File: config.mk
export PLATFORM = sky130hd
export DESIGN_NAME = pzcorebus_outstanding_tracker
export DESIGN_NICKNAME = d
export VERILOG_FILES = /design/src/rtl/pzcorebus_outstanding_tracker.sv
export SDC_FILE = /design/constraint.sdc
export NUM_CORES = 1
export LEC_CHECK = 0
export ABC_AREA = 1
export CAP_MARGIN = 10
export CORE_AREA = 2 2 76 78
export CTS_CLUSTER_DIAMETER = 50
export DETAILED_ROUTE_END_ITERATION = 8
export DIE_AREA = 0 0 78 80
export PLACE_DENSITY = 0.68
export SLEW_MARGIN = 20
export SYNTH_ARGS = -nofsm -noshare
export SYNTH_HDL_FRONTEND = slang
export SYNTH_SLANG_ARGS = --single-unit
File: constraint.sdc
create_clock -name i_clk -period 8.28 [get_ports i_clk]
set_input_delay 1.656 -clock i_clk [delete_from_list [all_inputs] [get_ports i_clk]]
set_output_delay 1.656 -clock i_clk [all_outputs]
set_load 0.03 [all_outputs]
File: src/rtl/pzcorebus_outstanding_tracker.sv
// pzcorebus_outstanding_tracker: per-slot outstanding non-posted command
// throttle with unexpected-response detection and response watchdog.
module pzcorebus_outstanding_tracker #(
   parameter int ID_WIDTH       = 8,
   parameter int SLOT_WIDTH     = 2,
   parameter int MAX_PER_SLOT   = 4,
   parameter int MAX_TOTAL      = 8,
   parameter int TIMEOUT_CYCLES = 1024,
   parameter int COUNT_WIDTH    = $clog2(MAX_TOTAL + 1)
) (
   input  logic                   i_clk,
   input  logic                   i_rst,
   input  logic                   i_command_valid,
   output logic                   o_command_accept,
   output logic                   o_command_valid,
   input  logic                   i_command_accept,
   input  logic [3:0]             i_command_type,
   input  logic [ID_WIDTH-1:0]    i_command_id,
   input  logic                   i_response_valid,
   input  logic                   i_response_accept,
   input  logic [ID_WIDTH-1:0]    i_response_id,
   input  logic [1:0]             i_response_last,
   input  logic                   i_clear,
   output logic [COUNT_WIDTH-1:0] o_outstanding_count,
   output logic                   o_idle,
   output logic                   o_unexpected_response,
   output logic                   o_error,
   output logic                   o_timeout
);

   localparam int NSLOT = 1 << SLOT_WIDTH;
   localparam int PW    = $clog2(MAX_PER_SLOT + 1);

   logic [PW-1:0]          cnt_q [NSLOT];
   logic [PW-1:0]          cnt_d [NSLOT];
   logic [COUNT_WIDTH-1:0] total_q;
   logic [COUNT_WIDTH-1:0] total_d;
   logic                   unexp_q;
   logic                   err_q;
   logic                   err_d;
   logic                   tmo_q;
   logic                   tmo_d;
   logic                   idle_q;
   logic                   idle_d;

   logic [SLOT_WIDTH-1:0]  slot_c;
   logic [SLOT_WIDTH-1:0]  slot_r;
   logic                   np;
   logic                   stall;
   logic                   cmd_fire;
   logic                   rsp_fire;
   logic                   unexp;
   logic                   rsp_hit;
   logic                   tmo_set;
   logic                   unused_bits;

   assign np     = i_command_type[3];
   assign slot_c = i_command_id[SLOT_WIDTH-1:0];
   assign slot_r = i_response_id[SLOT_WIDTH-1:0];

   assign stall = np && (cnt_q[slot_c] == PW'(MAX_PER_SLOT) ||
                         total_q == COUNT_WIDTH'(MAX_TOTAL));

   assign o_command_valid  = i_command_valid & ~stall;
   assign o_command_accept = i_command_accept & ~stall;

   assign cmd_fire = i_command_valid & o_command_accept & np;
   assign rsp_fire = i_response_valid & i_response_accept & i_response_last[0];

   // Zero check uses registered count, so a same-cycle command cannot cover it
   assign unexp   = rsp_fire && (cnt_q[slot_r] == '0);
   assign rsp_hit = rsp_fire && !unexp;

   always_comb begin
      for (int s = 0; s < NSLOT; s++) begin
         cnt_d[s] = cnt_q[s];
         if (cmd_fire && slot_c == SLOT_WIDTH'(s)) begin
            cnt_d[s] = cnt_d[s] + PW'(1);
         end
         if (rsp_hit && slot_r == SLOT_WIDTH'(s)) begin
            cnt_d[s] = cnt_d[s] - PW'(1);
         end
      end
      total_d = total_q + COUNT_WIDTH'(cmd_fire) - COUNT_WIDTH'(rsp_hit);
      idle_d  = (total_d == '0);
      err_d   = unexp | (err_q & ~i_clear);
      tmo_d   = tmo_set | (tmo_q & ~i_clear);
   end

   generate
      if (TIMEOUT_CYCLES > 0) begin : g_wd
         localparam int WW = $clog2(TIMEOUT_CYCLES + 1);
         logic [WW-1:0] wd_q;
         logic [WW-1:0] wd_d;
         logic          wd_inc;

         always_comb begin
            wd_d   = wd_q;
            wd_inc = 1'b0;
            if (rsp_fire || total_q == '0) begin
               wd_d = '0;
            end else if (wd_q != WW'(TIMEOUT_CYCLES)) begin
               wd_inc = 1'b1;
               wd_d   = wd_q + WW'(1);
            end
         end

         assign tmo_set = wd_inc && (wd_q == WW'(TIMEOUT_CYCLES - 1));

         always_ff @(posedge i_clk) begin
            if (i_rst) begin
               wd_q <= '0;
            end else begin
               wd_q <= wd_d;
            end
         end
      end else begin : g_nowd
         assign tmo_set = 1'b0;
      end
   endgenerate

   always_ff @(posedge i_clk) begin
      if (i_rst) begin
         for (int s = 0; s < NSLOT; s++) begin
            cnt_q[s] <= '0;
         end
         total_q <= '0;
         unexp_q <= 1'b0;
         err_q   <= 1'b0;
         tmo_q   <= 1'b0;
         idle_q  <= 1'b1;
      end else begin
         for (int s = 0; s < NSLOT; s++) begin
            cnt_q[s] <= cnt_d[s];
         end
         total_q <= total_d;
         unexp_q <= unexp;
         err_q   <= err_d;
         tmo_q   <= tmo_d;
         idle_q  <= idle_d;
      end
   end

   assign o_outstanding_count   = total_q;
   assign o_idle                = idle_q;
   assign o_unexpected_response = unexp_q;
   assign o_error               = err_q;
   assign o_timeout             = tmo_q;

   assign unused_bits = ^{i_command_type[2:0], i_command_id,
                          i_response_id, i_response_last[1]};

endmodule

; Yosys cells after proc, flatten, opt, wreduce, memory -nomap -nowiden
; Memory sizes are Yosys's and may differ from the RTL's.
; Cells that the tools add are included.
[classes]
n_bitwise = 16
mux = 17
n_reduce_logical = 21
eq_ne = 10
n_addsub = 11
[op_table]
columns = cell, count
row1 = 3-bit two-way mux, 12
row2 = "3-bit by 1-bit adder with 3-bit output, second input constant", 4
row3 = 1-bit logical AND, 12
row4 = "3-bit by 1-bit subtractor with 3-bit output, second input constant", 4
row5 = "11-bit by 1-bit adder with 11-bit output, second input constant", 1
row6 = "11-bit by 10-bit equality test with 1-bit output, second input constant", 1
row7 = "11-bit != test, second input constant", 1
row8 = 1-bit AND, 8
row9 = "2-bit equality test, second input constant", 4
row10 = 4-bit logical NOT, 2
row11 = 1-bit bitwise OR, 6
row12 = 1-bit two-way mux, 5
row13 = 4-bit by 1-bit adder with 4-bit output, 1
row14 = "2-bit by 1-bit equality test with 1-bit output, second input constant", 2
row15 = "4-bit equality test, second input constant", 1
row16 = 2-bit logical NOT, 2
row17 = 4-bit by 1-bit subtractor with 4-bit output, 1
row18 = "3-bit equality test, second input constant", 1
row19 = 3-bit logical NOT, 1
row20 = 1-bit logical OR, 2
row21 = 1-bit inverter, 2
row22 = 2-bit OR reduction, 1
row23 = 1-bit logical NOT, 1
[totals]
out_inout_bits = 10
regBits = 19
mem_bits_rw = 12
n_memories = 1
[memory_table]
columns = memory, words, word_bits, read_ports, rd_ports_with_merged_regs, wr, line_no
row1 = cnt_q, 4, 3, 6, 0, 4, 34  ; logic [PW-1:0] cnt_q [NSLOT];

; Depth between registers and ports, before layout
; An unclocked memory read counts as a cell.
[logic_depth]
word_depth = 13
ltp_mapped = 20
mapped_depth_nobuf = 20

; Worst setup path after synthesis
; OpenSTA, ideal clock, no wires.
[synth_path]
path_kind = in2out
start = in i_command_id[0]
end = out o_command_accept
n_path_buf = 0
arrival_time_ns = 2.876
setup_slack_ns = 3.748
path_stages = 7
path_cell_list = nor2_1 -> nand2_1 -> nand2_1 -> nor2_1 -> nand2_1 -> nand2_2 -> a21boi_0
[synth_via]
elab_chain_cells = 6
[synth_rtl]
columns = element, line_no
row1 = start: declaration, 18  ; input logic [ID_WIDTH-1:0] i_command_id,
row2 = memory 4 x 3 bit, n/a
row3 = 3-bit equality test, 61  ; assign stall = np && (cnt_q[slot_c] == PW'(MAX_PER_SLOT) ||
row4 = 1-bit logical OR, 61
row5 = 1-bit logical AND, 61
row6 = 1-bit inverter, 65  ; assign o_command_accept = i_command_accept & ~stall;
row7 = 1-bit AND, 65
row8 = end: declaration, 14  ; output logic o_command_accept,
; Every way passes these cells.

; Worst setup path in the final report
[layout_path]
start = in i_command_id[0]
end = out o_command_valid
[layout_via]
elab_chain_cells = 6
[layout_rtl]
columns = element, line_no
row1 = memory 4 x 3 bit, n/a
row2 = 3-bit equality test, 61
row3 = 1-bit logical OR, 61
row4 = 1-bit logical AND, 61
row5 = 1-bit inverter, 64  ; assign o_command_valid = i_command_valid & ~stall;
row6 = 1-bit AND, 64
row7 = end: declaration, 15  ; output logic o_command_valid,
; Every way passes these cells.

==> results.md <==
* GP Congestion at around 0.80
* Largest net degree at the start of global routing at 18
* CTS Buf Count at 5
* Die width at between 70 and 80 microns
* Post-synth design cell area at 2077 sq um
* Per-cell routed wire length at just under 10 microns
* Synth Instances at between 300 and 400
* Clock share of power at 0.374
* Dpl ws at 2.684 ns
* Port bufs at 22
* Number of library cell types mapped by synthesis at 30
* Sw Share at 0.2807
* Worst Skew at between 0.005 and 0.006 ns
* Worst Tran Pin Value at between 0.4 and 0.5 ns
* Critical path's largest stage delay at ~0.74 ns
* DIE AREA at around 6200 sq um
* Int Power at between 0.0002 and 0.0003 W
* Core area at between 5000 and 6000 sq um
* Worst slew margin at 0.6802
* Avg Cell Area, Syn at around 6.5 sq um
* Area grow syn2layout at 18.80%
* DRC violation count after routing at 0
* Hold-fix buffers at CTS at 0
* Pleak at around 1.2 nW
* # Post-CTS Setup Buffers at 0
* Placed cell areas at roughly 2400 sq um
* Worst path cell trace: clkdlybuf4s50_1 > nor2_1 > nand2_1 > nand2_1 > nor2_1 > nand2_1 > nand2_2 > a21oi_4 > clkdlybuf4s50_1
* Max cap viols at 0
* CTS resizes at 0
* Critical Path Start Type: primary input
* YS warnings at 0
* P_sw at around 0.0001 W
* Vias at 1945
* Clock Path Buffers at 2
* Crit-path slowest cell: clkdlybuf4s50_1
* Peak supply drop at roughly 0.000099 V
* Final WL at between 4000 and 5000 microns
* Layout cells sized above 1 at 0.05476
* Syn_nets at approximately 370
* GR Overflow Total at 0
* PwrDens at roughly 140 nW/um^2
* Worst Path Required at roughly 6.6 ns
* Fillers at 570
* CTS tree: done
* Via density at roughly 4.6
* Worst reg2reg setup slack at around 5.5 ns
* Final min period at 5.608 ns
* Vias in the first global route at between 1500 and 2000
* Crit Path Category: primary input to output pin
* Cell mode on critical path: nand2_1
* Initial Util at 0.3843
* Crit. End Element: output pin
* Clock Latency Late Sink at 0.28 ns
* Setup TNS at 0 ns
* Antenna violation net count after detailed routing at 0
* Gate power share at 0.183
* Total track usage at 0.1381
* Final Hold Violating Endpoints at 0
* Clock transition at path regs at 0.07 ns
* Final cycle utilization of the critical path at 0.6773
* Flop pwr share at 0.443
* Final setup fails at 0
* I/O pin total at 39
* Die Y at 80 microns
* Final #Nets at between 300 and 400
* First-pass iteration count of the detailed router at 4
* DR iter-0 viols at 48
* Max-slew violation count at 0
* Most common cell after layout, fill and taps aside: nand2_1
* Initial antenna violation count at 0
* Total power at 0.0003548 W
* Floorplan row count at 27
* CTS H-tree lvls at 2
* Fin area at ~2500 sq um
* Num Clock Sinks at 31
* Seq/Total Area, Yosys at 0.2988
* RSZ-0062 raised after global routing: false
* ANT cells at 0
* Data arrival time at the worst-slack endpoint at about 4 ns
* FMAX at around 180 MHz
* First-pass GRT wire length at 7010 microns
* Hold Path Class: flop to flop
* Final setup margin at approximately 2.7 ns
* Root buffer cell: clkbuf_8
* Critical path peak fanout at 14
* Post-DP HPWL at between 3000 and 4000 microns
* Yosys reg bits at 31
* Status: completed
* Hold WS at between 0.4 and 0.5 ns
* Most frequent cells in the layout: nand2_1, inv_1, nor2_1
==> synthesized netlist by cell type (all sizes together) <==
library cell  number  share of area
xnor2              4          0.017
dfxtp             31           0.30
or2                1         0.0030
clkbuf             2         0.0036
nand4             22          0.069
nor2              41          0.080
inv               60           0.11
nand2             84           0.15
nand3             19          0.046
a41oi              1         0.0042
xor2               1         0.0042
a31oi              1         0.0030
clkinv             1         0.0018
ha                16          0.096
a21o               1         0.0036
a21boi             1         0.0036
nor3b              1         0.0036
buf                2         0.0078
and2               5          0.015
fa                 1         0.0096
a21oi              9          0.027
o21ai             14          0.034
nor3               3         0.0072
==> final cells by class <==
type | instances | area (sq um) | area share
clock buffer | 7 | 96.34 | 0.03905
clock inverter | 1 | 7.507 | 0.003043
inverter | 61 | 229.0 | 0.09280
multi-input combinational | 225 | 1204 | 0.4878
sequential | 31 | 620.6 | 0.2515
tap | 72 | 90.09 | 0.03651
timing repair buffer | 22 | 220.2 | 0.08925
==> power groups by stage <==
| stage | Clock [W] | Combinational [W] | Sequential (W) |
|---|---|---|---|
| final | 0.000133 | 0.0000650 | 0.000157 |
| after global routing | 0.000142 | 0.0000721 | 0.000157 |
| after CTS | 0.000137 | 0.0000659 | 0.000157 |
| after detailed placement | 0 | 0.0000651 | 0.000160 |
| after global placement | 0 | 0.0000640 | 0.000160 |
| after floorplan | 0 | 0.0000357 | 0.000167 |
==> per-stage QoR <==
step / std cells / utilization
global placement: 411 / 0.4373
global route: 419 / 0.4565
finish: 419 / 0.4565
floorplan: 321 / -
detailed placement: 411 / 0.4373
CTS: 419 / 0.4565
==> final timing paths <==
path / from / end / depth (start not counted)
max: i_command_id[0] / o_command_valid / 9
min reg2reg: g_wd.wd_q[3] / g_wd.wd_q[3] / 1
max reg2reg: cnt_q[2][0] / o_idle / 16
min: g_wd.wd_q[3] / g_wd.wd_q[3] / 1
==> sequential cells by signal, summed over array words and instances, names as in the netlist <==
signal,cells
cnt_q,12
g_wd.wd_q,11
o_outstanding_count,4
o_error,1
o_idle,1
o_timeout,1
o_unexpected_response,1
==> worst max-delay path: cells and delay by family <==
| kind | cells | cell delay (ns) |
|---|---|---|
| AOI/OAI and AO/OA | 1 | 0.34 |
| and+or+nand+nor | 6 | 0.66 |
| buffers and inverters | 2 | 1.29 |
==> metal layers <==
layer / wire length (microns) / part of all wire / GRT usage
met1: 2062 / 0.50 / 0.1770
met2: 1812 / 0.44 / 0.2267
met3: 172 / 0.042 / 0.03394
met4: 62 / 0.015 / 0.04737
met5: 0 / 0 / 0
==> logic make-up after synthesis <==
group,synth area share
compound gates,0.07531
fa+ha+maj,0.1060
buf+inv,0.1217
flops,0.2988
simple gates,0.3771
xor+xnor,0.02108
No activity file was read; power rests on OpenSTA's default activity.
